File: config.mk
export PLATFORM = sky130hd
export DESIGN_NAME = dcache_lsu
export DESIGN_NICKNAME = d
export VERILOG_FILES = /design/src/rtl/dcache_lsu_pkg.sv /design/src/rtl/dcache_lsu_lane_align.sv /design/src/rtl/dcache_lsu.sv
export SDC_FILE = /design/constraint.sdc
export NUM_CORES = 1
export LEC_CHECK = 0
export CORE_ASPECT_RATIO = 0.9
export CORE_MARGIN = 5
export CORE_UTILIZATION = 45
export DETAILED_ROUTE_END_ITERATION = 10
export GPL_ROUTABILITY_DRIVEN = 0
export PLACE_DENSITY = 0.78
export SETUP_SLACK_MARGIN = 0.3
export SYNTH_ARGS = -nofsm -noshare
export SYNTH_HDL_FRONTEND = slang
export SYNTH_SLANG_ARGS = --single-unit
File: constraint.sdc
create_clock -name clk -period 2.75 [get_ports clk]
set_input_delay 0.55 -clock clk [delete_from_list [all_inputs] [get_ports clk]]
set_output_delay 0.55 -clock clk [all_outputs]
set_load 0.01 [all_outputs]
File: src/rtl/dcache_lsu_pkg.sv
// Shared definitions for the dcache load/store front-end: funct3 encodings,
// FSM state encoding and the access-size helper.
package dcache_lsu_pkg;

    localparam logic [2:0] F3_B  = 3'b000;
    localparam logic [2:0] F3_H  = 3'b001;
    localparam logic [2:0] F3_W  = 3'b010;
    localparam logic [2:0] F3_BU = 3'b100;
    localparam logic [2:0] F3_HU = 3'b101;

    typedef enum logic [2:0] {
        IDLE,
        LD_RD,
        ST_WR,
        RMW_RD,
        RMW_WR,
        RESP
    } state_t;

    // Access size in bytes; the unsigned variants share the low two bits.
    function automatic logic [2:0] lane_size(input logic [2:0] funct3);
        case (funct3[1:0])
            2'b00:   lane_size = 3'd1;
            2'b01:   lane_size = 3'd2;
            default: lane_size = 3'd4;
        endcase
    endfunction

endpackage

File: src/rtl/dcache_lsu_lane_align.sv
// Combinational byte-lane steering: extended load extraction from a word and
// sub-word merge of store data into an old word.
module lsu_lane_align
    import dcache_lsu_pkg::*;
(
    input  logic [31:0] word,
    input  logic [1:0]  lane,
    input  logic [2:0]  funct3,
    input  logic [31:0] old_word,
    input  logic [31:0] wdata,
    input  logic [2:0]  size,
    output logic [31:0] ext_data,
    output logic [31:0] merged
);

    logic [4:0]  shamt;
    logic [31:0] lane_data;
    logic [31:0] mask;

    assign shamt = {lane, 3'b000};

    always_comb begin
        lane_data = word >> shamt;
        case (funct3)
            F3_B:    ext_data = {{24{lane_data[7]}}, lane_data[7:0]};
            F3_H:    ext_data = {{16{lane_data[15]}}, lane_data[15:0]};
            F3_BU:   ext_data = {24'h0, lane_data[7:0]};
            F3_HU:   ext_data = {16'h0, lane_data[15:0]};
            default: ext_data = word;
        endcase

        case (size)
            3'd1:    mask = 32'h0000_00FF;
            3'd2:    mask = 32'h0000_FFFF;
            default: mask = 32'hFFFF_FFFF;
        endcase
        mask   = mask << shamt;
        merged = (old_word & ~mask) | ((wdata << shamt) & mask);
    end

endmodule

File: src/rtl/dcache_lsu.sv
// RV32I load/store front-end for the word-wide dcache SRAM; sub-word stores
// are performed as read-modify-write.
//
// state  | meaning
// IDLE   | waiting for a request, req_ready high
// LD_RD  | SRAM read, extended lane captured for the response
// ST_WR  | full-word store written straight to SRAM
// RMW_RD | SB/SH: read the old word
// RMW_WR | SB/SH: write the merged word back
// RESP   | response held until resp_ready
module dcache_lsu
    import dcache_lsu_pkg::*;
#(
    parameter int ADDR_W  = 16,
    parameter bit ERR_OOR = 1'b1
) (
    input  logic              clk,
    input  logic              rst_n,
    input  logic              req_valid,
    output logic              req_ready,
    input  logic              req_we,
    input  logic [2:0]        req_funct3,
    input  logic [31:0]       req_addr,
    input  logic [31:0]       req_wdata,
    output logic              resp_valid,
    input  logic              resp_ready,
    output logic [31:0]       resp_rdata,
    output logic              resp_err,
    output logic              sram_rden,
    output logic [ADDR_W-1:0] sram_rdaddress,
    input  logic [31:0]       sram_read_data,
    output logic              sram_wren,
    output logic [ADDR_W-1:0] sram_wraddress,
    output logic [31:0]       sram_write_data
);

    state_t            state, state_nxt;
    logic [ADDR_W-3:0] word_q;
    logic [1:0]        lane_q;
    logic [2:0]        funct3_q;
    logic [31:0]       wdata_q;
    logic [31:0]       rdata_q;
    logic [31:0]       old_q;
    logic              err_q;

    logic              accept;
    logic              misaligned;
    logic              illegal;
    logic              out_of_range;
    logic              req_err;
    logic [31:0]       ext_data;
    logic [31:0]       merged;
    logic [ADDR_W-1:0] word_addr;

    lsu_lane_align u_align (
        .word     (sram_read_data),
        .lane     (lane_q),
        .funct3   (funct3_q),
        .old_word (old_q),
        .wdata    (wdata_q),
        .size     (lane_size(funct3_q)),
        .ext_data (ext_data),
        .merged   (merged)
    );

    assign word_addr = {word_q, 2'b00};
    assign accept    = req_valid && req_ready;

    always_comb begin
        misaligned = 1'b0;
        illegal    = 1'b0;
        case (req_funct3)
            F3_H, F3_HU: misaligned = req_addr[0];
            F3_W:        misaligned = |req_addr[1:0];
            default:     misaligned = 1'b0;
        endcase
        if (req_we)
            illegal = !(req_funct3 == F3_B || req_funct3 == F3_H || req_funct3 == F3_W);
        else
            illegal = (req_funct3 == 3'b011) || (req_funct3 == 3'b110) || (req_funct3 == 3'b111);
        out_of_range = ERR_OOR && ((req_addr >> ADDR_W) != 32'h0);
        req_err      = misaligned || illegal || out_of_range;
    end

    always_ff @(posedge clk or negedge rst_n) begin
        if (!rst_n)
            state <= IDLE;
        else
            state <= state_nxt;
    end

    always_comb begin
        state_nxt       = state;
        req_ready       = 1'b0;
        resp_valid      = 1'b0;
        resp_rdata      = 32'h0;
        resp_err        = 1'b0;
        sram_rden       = 1'b0;
        sram_rdaddress  = '0;
        sram_wren       = 1'b0;
        sram_wraddress  = '0;
        sram_write_data = 32'h0;
        case (state)
            IDLE: begin
                req_ready = 1'b1;
                if (req_valid) begin
                    if (req_err)
                        state_nxt = RESP;
                    else if (!req_we)
                        state_nxt = LD_RD;
                    else if (req_funct3 == F3_W)
                        state_nxt = ST_WR;
                    else
                        state_nxt = RMW_RD;
                end
            end
            LD_RD: begin
                sram_rden      = 1'b1;
                sram_rdaddress = word_addr;
                state_nxt      = RESP;
            end
            ST_WR: begin
                sram_wren       = 1'b1;
                sram_wraddress  = word_addr;
                sram_write_data = wdata_q;
                state_nxt       = RESP;
            end
            RMW_RD: begin
                sram_rden      = 1'b1;
                sram_rdaddress = word_addr;
                state_nxt      = RMW_WR;
            end
            RMW_WR: begin
                sram_wren       = 1'b1;
                sram_wraddress  = word_addr;
                sram_write_data = merged;
                state_nxt       = RESP;
            end
            RESP: begin
                resp_valid = 1'b1;
                resp_rdata = rdata_q;
                resp_err   = err_q;
                if (resp_ready)
                    state_nxt = IDLE;
            end
            default: state_nxt = IDLE;
        endcase
    end

    // Response data is cleared at accept so stores and errors return zero.
    always_ff @(posedge clk or negedge rst_n) begin
        if (!rst_n) begin
            word_q   <= '0;
            lane_q   <= 2'b00;
            funct3_q <= 3'b000;
            wdata_q  <= 32'h0;
            rdata_q  <= 32'h0;
            old_q    <= 32'h0;
            err_q    <= 1'b0;
        end else begin
            if (accept) begin
                word_q   <= req_addr[ADDR_W-1:2];
                lane_q   <= req_addr[1:0];
                funct3_q <= req_funct3;
                wdata_q  <= req_wdata;
                rdata_q  <= 32'h0;
                err_q    <= req_err;
            end
            if (state == LD_RD)
                rdata_q <= ext_data;
            if (state == RMW_RD)
                old_q <= sram_read_data;
        end
    end

endmodule
==> results of run 1 <==
[final cells by class]
cell class / count / area [sq um]
Sequential cell: 119 / 2980
Tap cell: 193 / 241
Clock inverter: 12 / 175
Clock buffer: 20 / 457
Fill cell: 931 / 4010
Timing Repair Buffer: 269 / 2580
Multi-Input combinational cell: 421 / 3630
Inverter: 9 / 33.8
[per-stage QoR]
step	setup WS, ps	utilization
3_3_place_gp	69.1	0.625
3_5_place_dp	-11.7	0.625
4_1_cts	107	0.694
6_report	17.8	0.716
2_1_floorplan	378	-
5_1_grt	-12.0	0.716
[worst max-delay path, stage by stage (launching register included)]
cell and delay (ps):
dfrtp_1 410, or3b_4 450, buf_6 150, a211o_4 330, nor2_1 150, a221o_1 140
buf_2 140
[registers in the layout, summed over array words and instances (netlist names)]
name      count
old_q        32
funct3_q      3
err_q         1
word_q       14
state         3
lane_q        2
rdata_q      32
wdata_q      32
[power groups by stage]
stage               sequential, W  combinational (W)  clock [W]
floorplan                 0.00270            0.00308          0
global placement          0.00294            0.00500          0
detailed placement        0.00299            0.00514          0
CTS                       0.00300            0.00569    0.00240
global route              0.00312            0.00654    0.00247
finish                    0.00305            0.00617    0.00239
[logic make-up after synthesis]
kind of cell,count (synthesis)
AO/OA/AOI/OAI,145
multiplexers,126
other,1
buffers and inverters,57
XOR/XNOR,1
AND/OR/NAND/NOR,145
flip-flops,119
[cell usage in the layout (no fill, tap or decap), types with 4 or more instances in the layout]
master | synthesis | final
a211oi_1 | 9 | 5
a21oi_1 | 13 | 12
a221o_1 | 22 | 22
a221o_2 | 10 | 10
a221oi_1 | 7 | 7
a22o_1 | 15 | 15
a22oi_2 | 0 | 6
and2_1 | 63 | 62
buf_12 | 0 | 7
buf_2 | 13 | 32
buf_4 | 4 | 34
buf_6 | 2 | 24
bufinv_16 | 0 | 4
clkbuf_16 | 0 | 18
clkbuf_2 | 0 | 6
clkdlybuf4s50_1 | 0 | 127
conb_1 | 1 | 4
dfrtp_1 | 119 | 117
dlygate4sd2_1 | 0 | 17
dlymetal6s2s_1 | 0 | 16
inv_1 | 8 | 8
mux2_2 | 91 | 82
mux2_4 | 0 | 9
mux2i_1 | 34 | 32
nand2_1 | 36 | 31
nor2_1 | 25 | 11
nor2_4 | 0 | 13
nor4_1 | 4 | 4
o21ai_0 | 34 | 26
o21ai_2 | 0 | 6
o22ai_1 | 7 | 7
o2bb2ai_1 | 7 | 7
[final timing paths]
path | startpoint | to | slack, ps | depth (start not counted)
worst max-delay path | state[1]$_DFFE_PN0P_ | sram_write_data[22] | 20 | 6
worst max register to register | lane_q[0]$_DFFE_PN0P_ | rdata_q[29]$_DFFE_PN0P_ | 420 | 7
worst min register to register | rdata_q[15]$_DFFE_PN0P_ | rdata_q[15]$_DFFE_PN0P_ | 480 | 2
worst min-delay path | rst_n | wdata_q[2]$_DFFE_PN0P_ | 130 | 1
min in group clk | rdata_q[15]$_DFFE_PN0P_ | rdata_q[15]$_DFFE_PN0P_ | 480 | 2
max in group asynchronous | rst_n | rdata_q[9]$_DFFE_PN0P_ | 1880 | 2
[layer usage]
layer,share of wire,vias to the layer above,wire length [microns]
met5,0,-,0
met4,0.033,0,818
met3,0.10,83,2470
met2,0.48,452,11800
met1,0.39,3031,9420
li1,-,2684,-
[repair_timing]
item	in CTS	in global routing
setup buffers	19	11
gates cloned	4	1
endpoints found under the setup margin	113	98
endpoints found under the hold margin	0	0
gates resized for setup	227	77
pin swaps	14	19
==> results.md, run 1 <==
* Leading cell types by count after synthesis: dfrtp_1 (119), mux2_2 (91), and2_1 (63), nand2_1 (36)
* Total Nets Final at 941
* Outcome: complete, no violations
* Static Leak at 4.69 nW
* Die W at 137 microns
* YS warnings at 0
* Clock power share at 0.206
* Synth Register Bits at 119
* Sequential Power Share at 0.263
* Fmax at 0.366 GHz
* Htree depth at 4
* Setup TNS at 0 ps
* Most frequent cell after synthesis: dfrtp_1
* Global route total overflow at 0
* Total Wirelength at 24.5 mm
* Hold_ws at 126 ps
* Ports at 205
* Internal power at 0.00715 W
* Xor-xnor portion of the synthesized cell area at 0.00135
* Main combinational cell family by area after synthesis: multiplexers
* Switch Pwr at 0.00446 W
* Unrepaired setup endpoints after global routing: true
* PortBufs at 200
* Multiplexer area fraction after synthesis at 0.213
* Distinct cells, synth at 49
* Part of the power in combinational logic at 0.531
* Critical Path Start Type: flip-flop
* Worst slew pin tran at 720 ps
* Vias per inst at 5.99
* Worst Hold Class: in -> async
* First drt pass iteration count at 5
* Top cells by area, synth: dfrtp_1 (46%), mux2_2 (16%), and2_1 (6.1%), mux2i_1 (5.2%), a221o_1 (3.4%)
* DRC viols at 0
* N_diodes at 0
* # rows at 41
* Initial antenna violation count at 0
* Max-slew violations at 0
* CTS clk-pin slew, worst paths at 60 ps
* Post-route design area at 10,100 sq um
* Area growth syn-to-layout at 55.2%
* Post-Synth Adder-Cell Area at 0
* Synthesized area per cell at 11.0 sq um
* Max FO, Critical Path at 8
* Largest net degree at the start of global routing at 44
* Placed insts at 976
* Final min period at 2730 ps
* Die area at 17,000 sq um
* Routed Antenna Nets at 0
* CTS Sinks at 119
* EDFF count, synth at 0
* Post-Place Cell Area at 8820 sq um
* Vias post-DR at 6,250
* M2 GR Usage at 0.462
* CTS Hold Bufs at 0
* Met1 Use GR at 0.346
* Post-synth top area cell: dfrtp_1
* Cell area after synthesis at 6500 sq um
* Post-synthesis sequential area ratio at 0.458
* Crit path DAT at 2180 ps
* Setup-failing EPs final at 0
* Top_reg_cell synth: dfrtp_1
* Switching fraction of total power at 0.384
* Most used routing layer: met2
* CP endpoint kind: primary output
* Required @ worst endpoint at 2200 ps
* Total power at 0.0116 W
* Maxcap violations at 0
* Met3 Track Usage GR at 0.0856
* Slew Limit Headroom at 0.520
* Post-synthesis compound-gate area fraction at 0.168
* Clock Tree Buf Depth at 2
* Die span in y at 124 microns
* Core footprint at 14,100 sq um
* Initial Utilization at 0.461
* Finished Layout Cells at 1,043
* Synthesized instance count at 594
* Final Hold Fails at 0
* VDD IR max at 0.598 mV
* Critical path class: reg -> out
* Initial DRC count at 587
* Total GRT Usage at 0.280
* TritonCTS clock tree: yes
* First-pass GRT wire length at 35.8 mm
* Vias in the first global route at 6,432
* Skew-Pair Late Insertion Delay at 420 ps
* Skew final at 10.8 ps
* Top cell type's share of synthesized area at 0.458
* Post-Synth Simple-Gate Area at 0.119
* Clk root buf: clkbuf_16
* Crit share post-route at 0.994
* DPL Wire Length at 16.1 mm
* Total CTS buffers at 17
* Drt wl/cell at 23.5 microns
* Power Dens Cells at 1150 nW/um^2
* FFs w/ async S/R, synth at 1.00
* Share of cells above drive strength 1 at 0.347
Note: power is estimated with default switching activity, not from simulation.
==> run 2: changes to the inputs <==
- MAX_ROUTING_LAYER: unset -> met4
- RECOVER_POWER: unset -> 100
==> run 2 against run 1 <==
The run now ends with capacitance limit, slew limit left. Flip-flop and latch count is the same. Worst hold slack better by 360 ps. Combinational power fell by 3.2%. Global-route usage is 0.79 points higher. Critical path depth did not move. Die area is the same. Total power fell by 1.9%. Sequential power about the same. Worst setup slack improved by 29 ps. Largest cell class unchanged. Largest power group unchanged. Non-clock buffer count did not move. Maximum frequency increased by 1.1%. Critical path type unchanged. Clock power is essentially flat.
==> results.md, run 2 (same netlist as run 1, synthesis figures left out) <==
* CTS clk-pin slew, worst paths at 50 ps (about the same)
* TritonCTS clock tree: yes
* DRC viols at 0 (unchanged)
* Most frequent cells in the layout: clkdlybuf4s50_1 (125), dfrtp_1 (117), mux2_2 (81)
* Htree depth at 4 (unchanged)
* Global route total overflow at 0 (unchanged)
* Skew final at 8.41 ps (-2.36 ps)
* RR Endpoint: wdata_q[7]$_DFFE_PN0P_
* Static Leak at 4.33 nW (-7.7%)
* Final worst setup slack at 46.6 ps (+28.8 ps)
* Core footprint at 14,100 sq um (unchanged)
* Initial antenna violation count at 0 (unchanged)
* Max-slew violations at 40 (+40)
* Post-route design area at 9910 sq um (-1.9%)
* Slew Limit Headroom at -0.603 (-1.12)
* R2R depth at 7 (unchanged)
* Total CTS buffers at 17 (unchanged)
* Fmax at 0.370 GHz (+1.1%)
* Largest net degree at the start of global routing at 44 (unchanged)
* Setup TNS at 0 ps (unchanged)
* Total power at 0.0114 W (-1.9%)
* Initial DRC count at 603 (+2.7%)
* Failing checks: capacitance limit, slew limit
* Post-Place Cell Area at 8820 sq um (unchanged)
* Worst R2R Start: state[1]$_DFFE_PN0P_
* Maxcap violations at 1 (+1)
* First drt pass iteration count at 5 (unchanged)
* Setup WS pre-CTS at -11.7 ps (unchanged)
* CTS Hold Bufs at 0 (unchanged)
* Final min period at 2700 ps (-28.8 ps)
* # rows at 41 (unchanged)
* Die span in y at 124 microns (unchanged)
* Power Dens Cells at 1150 nW/um^2 (about the same)
* Drt wl/cell at 23.1 microns (-1.4%)
* Die W at 137 microns (unchanged)
* Hold path depth at 2
* Share of cells above drive strength 1 at 0.324 (-0.0235)
* Ports at 205 (unchanged)
* Hold Startpoint: rdata_q[15]$_DFFE_PN0P_
* Unrepaired setup endpoints after global routing: true
* Total GRT Usage at 0.288 (+0.00788)
* Vias in the first global route at 6,461 (+0.45%)
* VDD IR max at 0.506 mV (-15%)
* Total Wirelength at 24.1 mm (-1.4%)
* Initial Utilization at 0.461 (unchanged)
* Area growth syn-to-layout at 52.3%
* Total Nets Final at 941 (unchanged)
* Crit path DAT at 2150 ps (-30 ps)
* Outcome: finished, violations left
* CTS Sinks at 119 (unchanged)
* DPL Wire Length at 16.1 mm (unchanged)
* Fill cells at 964 (+3.5%)
* R2r setup slk at 180 ps (-240 ps)
* First-pass GRT wire length at 35.7 mm (about the same)
* Final Hold Fails at 0 (unchanged)
* PortBufs at 200 (unchanged)
* CP endpoint kind: primary output
* Largest registers: old_q (32), rdata_q (32), wdata_q (32)
* N_diodes at 0 (unchanged)
* Worst Hold Class: reg -> reg
* Vias post-DR at 6,242 (-0.13%)
* Routed Antenna Nets at 0 (unchanged)
* Clock Tree Buf Depth at 2 (unchanged)
* Critical path class: reg -> out
* Required @ worst endpoint at 2200 ps (about the same)
* Critical Path Start Type: flip-flop
* Vias per inst at 5.98 (-0.13%)
* Die area at 17,000 sq um (unchanged)
* Skew-Pair Late Insertion Delay at 420 ps (about the same)
* Worst slew pin tran at 2400 ps (+1680 ps)
* Hold Crit Endpoint: rdata_q[15]$_DFFE_PN0P_
* Max FO, Critical Path at 8 (unchanged)
* Crit share post-route at 0.983 (-0.0105)
* Hold_ws at 485 ps (+359 ps)
* Clk root buf: clkbuf_16
* Most common cell after layout, fill and taps aside: clkdlybuf4s50_1
* Setup-failing EPs final at 0 (unchanged)
[run 2: what timing repair did]
item / in CTS / in global routing
gates resized for setup: 227 / 78
setup endpoints to repair: 113 / 98
pin swaps: 14 / 23
gates cloned: 4 / 1
endpoints found under the hold margin: 0 / 0
setup buffers: 19 / 11
[run 2: stage by stage]
step / instances / util
final: 1043 / 0.702
after global routing: 1043 / 0.702
after CTS: 1031 / 0.694
after detailed placement: 976 / 0.625
after global placement: 976 / 0.625
after floorplan: 597 / -
[run 2: critical path: stages (launching register included)]
cell	delay (ps)
dfrtp_1	390
or3b_4	440
buf_6	140
a211o_4	320
nor2_1	160
a221o_1	140
clkbuf_2	130
[run 2: metal layers]
metal | global-route usage | vias to the layer above | wire length [microns]
met5 | - | - | 0
met1 | 0.352 | 3045 | 9420
li1 | - | 2678 | -
met4 | 0.112 | 0 | 882
met2 | 0.462 | 433 | 11400
met3 | 0.0735 | 86 | 2420
[run 2: area by class of cell]
type                       count  area [sq um]  area share
sequential                   119          2980       0.301
clock inverter                12           175      0.0177
tap                          193           241      0.0244
timing repair buffer         269          2430       0.245
multi-input combinational    421          3590       0.362
inverter                       9          33.8     0.00341
clock buffer                  20           457      0.0461
[run 2: worst max path at each step]
stage                          startpoint             endpoint  slack (ps)
floorplan            state[1]$_DFFE_PN0P_  sram_write_data[24]         380
global placement    lane_q[0]$_DFFE_PN0P_  sram_write_data[26]          70
detailed placement  lane_q[0]$_DFFE_PN0P_  sram_write_data[26]         -10
CTS                 lane_q[0]$_DFFE_PN0P_  sram_write_data[24]         110
global route        lane_q[0]$_DFFE_PN0P_  sram_write_data[15]          -3
finish               state[1]$_DFFE_PN0P_  sram_write_data[19]          50
[run 2: power breakdown]
part,switching (W),internal [W]
Sequential,0.000653,0.00239
Combinational,0.00291,0.00306
Clock,0.000821,0.00156
==> run 3: changes to the inputs <==
- PLACE_DENSITY: 0.78 -> 0.77
- SYNTH_HIERARCHICAL: unset -> 1
- clock period: 2.75 -> 2.5 ns (I/O delays scaled with it)
==> run 3 against run 2 <==
The flow finishes with violations (setup timing). Design area rose by 10%. Utilization rose by 1.1 points. Global-route usage fell by 0.48 points. Synthesized cell count rose by 30%. Flip-flop and latch count did not move. Wire length rose by 5.9%. Worst hold slack got worse by 260 ps. Via count rose by 12%. Die area rose by 6.7%. Sequential power rose by 12%. Total power rose by 32%. Clock skew rose by 2.2 ps.
==> results.md, run 3 <==
* Clock Tree Buf Depth at 2 (unchanged)
* DPL Wire Length at 16.5 mm (+2.8%)
* Synth Register Bits at 119 (unchanged)
* Top cell type's share of synthesized area at 0.427 (-0.0310)
* Finished Layout Cells at 1,266 (+21%)
* R2r setup slk at -80 ps (-260 ps)
* Unrepaired setup endpoints after global routing: true
* Power Dens Cells at 1380 nW/um^2 (+20%)
* Most common cell after layout, fill and taps aside: nand2_1
* Htree depth at 4 (unchanged)
* Die span in y at 128 microns (+3.3%)
* Largest net degree at the start of global routing at 65 (+48%)
* Cell area after synthesis at 6980 sq um (+7.3%)
* Top cells by area, synth: dfrtp_1 (43%), nand2_1 (13%), mux2_2 (11%), and2_1 (5.6%), a22o_1 (4.0%)
* Total Nets Final at 1,154 (+23%)
* Post-synth top area cell: dfrtp_1
* Die W at 141 microns (+3.3%)
* Total GRT Usage at 0.283 (-0.00485)
* Initial DRC count at 528 (-12%)
* First-pass GRT wire length at 38.4 mm (+7.6%)
* FFs w/ async S/R, synth at 1.00 (unchanged)
* Required @ worst endpoint at 2000 ps (-200 ps)
* Setup-failing EPs final at 121 (+121)
* Outcome: finished, violations left
* Total power at 0.0151 W (+32%)
* Failing checks: setup timing
* Fmax at 0.331 GHz
* Drt wl/cell at 20.2 microns (-13%)
* Most frequent cells in the layout: nand2_1 (248), dfrtp_1 (113), buf_6 (101), clkdlybuf4s50_1 (101), mux2_2 (52)
* CTS clk-pin slew, worst paths at 50 ps (about the same)
* TritonCTS clock tree: yes
* Static Leak at 5.31 nW (+23%)
* CP endpoint kind: primary output
* Initial Utilization at 0.455 (-0.00611)
* Placed insts at 1,146 (+17%)
* R2R depth at 8 (+1)
* CP max stage cell: dfrtp_2
* Vias post-DR at 6,983 (+12%)
* Skew final at 10.6 ps (+2.20 ps)
* VDD IR max at 0.779 mV (+54%)
* Max FO, Critical Path at 8 (unchanged)
* DRC viols at 0 (unchanged)
* Final min period at 3020 ps
* Vias per inst at 5.52 (-7.8%)
* Skew-Pair Late Insertion Delay at 420 ps (about the same)
* Synthesized area per cell at 9.05 sq um (-17%)
* Total Wirelength at 25.6 mm (+5.9%)
* Synthesized instance count at 771 (+30%)
* Leading cell types by count after synthesis: nand2_1 (248), dfrtp_1 (119), mux2_2 (70), and2_1 (63), o21ai_0 (49)
* Final Hold Fails at 0 (unchanged)
* CP cell instances: nor2b_4, or3b_4, a21oi_4, o21bai_4, buf_4, mux2_4, a22o_1, buf_2
* Core Util, Final at 0.713 (+0.0111)
* Post-Place Cell Area at 9320 sq um (+5.6%)
* EDFF count, synth at 0 (unchanged)
* PortBufs at 200 (unchanged)
* CTS Sinks at 119 (unchanged)
* CP Buf/Inv Count at 2 (unchanged)
* Setup WS pre-CTS at -312 ps (-300 ps)
* Critical Path Start Type: flip-flop
* Area growth syn-to-layout at 56.8%
* Ports at 205 (unchanged)
* Largest registers: old_q (32), rdata_q (32), wdata_q (32)
* Total CTS buffers at 17 (unchanged)
* Crit path DAT at 2520 ps (+370 ps)
* Die area at 18,100 sq um (+6.7%)
* Slew Limit Headroom at 0.263 (+0.866)
* First drt pass iteration count at 5 (unchanged)
* Share of cells above drive strength 1 at 0.363 (+0.0396)
* Top_reg_cell synth: dfrtp_1
* Maxcap violations at 0 (-1)
* Core footprint at 15,300 sq um (+8.7%)
* Critical path's largest stage delay at 440 ps (about the same)
* Post-synthesis sequential area ratio at 0.427 (-0.0310)
* Vias in the first global route at 6,851 (+6.0%)
* Initial antenna violation count at 1 (+1)
* Global route total overflow at 0 (unchanged)
* Delay-heaviest family, CP: simple AND/OR/NAND/NOR gates
* # rows at 43 (+4.9%)
* WP depth at 8 (+2)
* YS warnings at 6 (+6)
* Max-slew violations at 0 (-100%)
* Most frequent cell after synthesis: nand2_1
* Final worst setup slack at -523 ps (-570 ps)
* Crit share post-route at 1.21
* Worst slew pin tran at 1110 ps (-1300 ps)
* Distinct cells, synth at 49 (unchanged)
* Post-route design area at 10,900 sq um (+10%)
* Routed Antenna Nets at 0 (unchanged)
* Worst Hold Class: in -> async
* Clk root buf: clkbuf_16
* Critical path class: reg -> out
==> run 3: cell types whose count changed in the layout (fill, tap and decap cells not counted), moves of 23 or more <==
cell	change
nand2_1	+218
clkdlybuf4s50_1	-24
mux2i_1	-23
mux2_2	-29
and2_4	+50
buf_6	+79
and2_1	-44
==> run 3: worst reg2reg max path: stages (launching register included) <==
cell and delay [ps]:
dfrtp_2 400, clkbuf_1 190, clkbuf_1 140, clkbuf_1 130, nor3_2 340, and2_0 860, buf_12 300, nand2_1 110
nand2_1 70
==> run 3: layout make-up <==
class	instances	area, sq um
tap	202	253
antenna	1	2.50
fill	1096	4390
timing repair buffer	314	3090
clock buffer	23	478
clock inverter	9	100
sequential	119	2990
multi-input combinational	594	4010
inverter	4	15.0
==> run 3: final timing paths <==
kind | startpoint | endpoint
worst max-delay path | funct3_q[1]$_DFFE_PN0P_ | sram_write_data[20]
worst min-delay path | rst_n | wdata_q[8]$_DFFE_PN0P_
worst max register to register | state[1]$_DFFE_PN0P_ | wdata_q[22]$_DFFE_PN0P_
worst min register to register | word_q[6]$_DFFE_PN0P_ | word_q[6]$_DFFE_PN0P_
max in group asynchronous | rst_n | state[2]$_DFFE_PN0P_
min in group clk | word_q[6]$_DFFE_PN0P_ | word_q[6]$_DFFE_PN0P_
==> run 3: routing by layer <==
layer  share of wire  up-vias  track usage
met1            0.41     3356        0.367
met5               0        -            -
met3           0.090       61       0.0660
met2            0.48      367        0.436
li1                -     3199            -
met4           0.028        0        0.103
==> run 3: stage by stage <==
step           TNS, ps  hold WS [ps]
5_1_grt         -33780           298
3_5_place_dp     -6890           471
4_1_cts          -9040          68.7
2_1_floorplan        0           204
3_3_place_gp     -5350           461
6_report        -15280           221
==> run 3: cells by family after synthesis <==
family / after synthesis / share of synthesized area
simple gates: 346 / 0.222
compound gates: 151 / 0.154
flops: 119 / 0.427
mux: 89 / 0.148
buf+inv: 63 / 0.0457
xor+xnor: 2 / 0.00251
other cells: 1 / 0.000538
==> run 3: repair_timing <==
action | in CTS | in global routing
pin swaps | 62 | 21
buffers inserted | 69 | 11
resized for setup | 535 | 73
gates cloned | 7 | 0
endpoints found under the setup margin | 97 | 124
hold buffers | 0 | 0
==> run 3: power by group <==
| part | switching [W] | total, W | internal [W] |
|---|---|---|---|
| sequential | 0.000751 | 0.00339 | 0.00264 |
| combinational | 0.00409 | 0.00929 | 0.00520 |
| clock | 0.000870 | 0.00241 | 0.00154 |
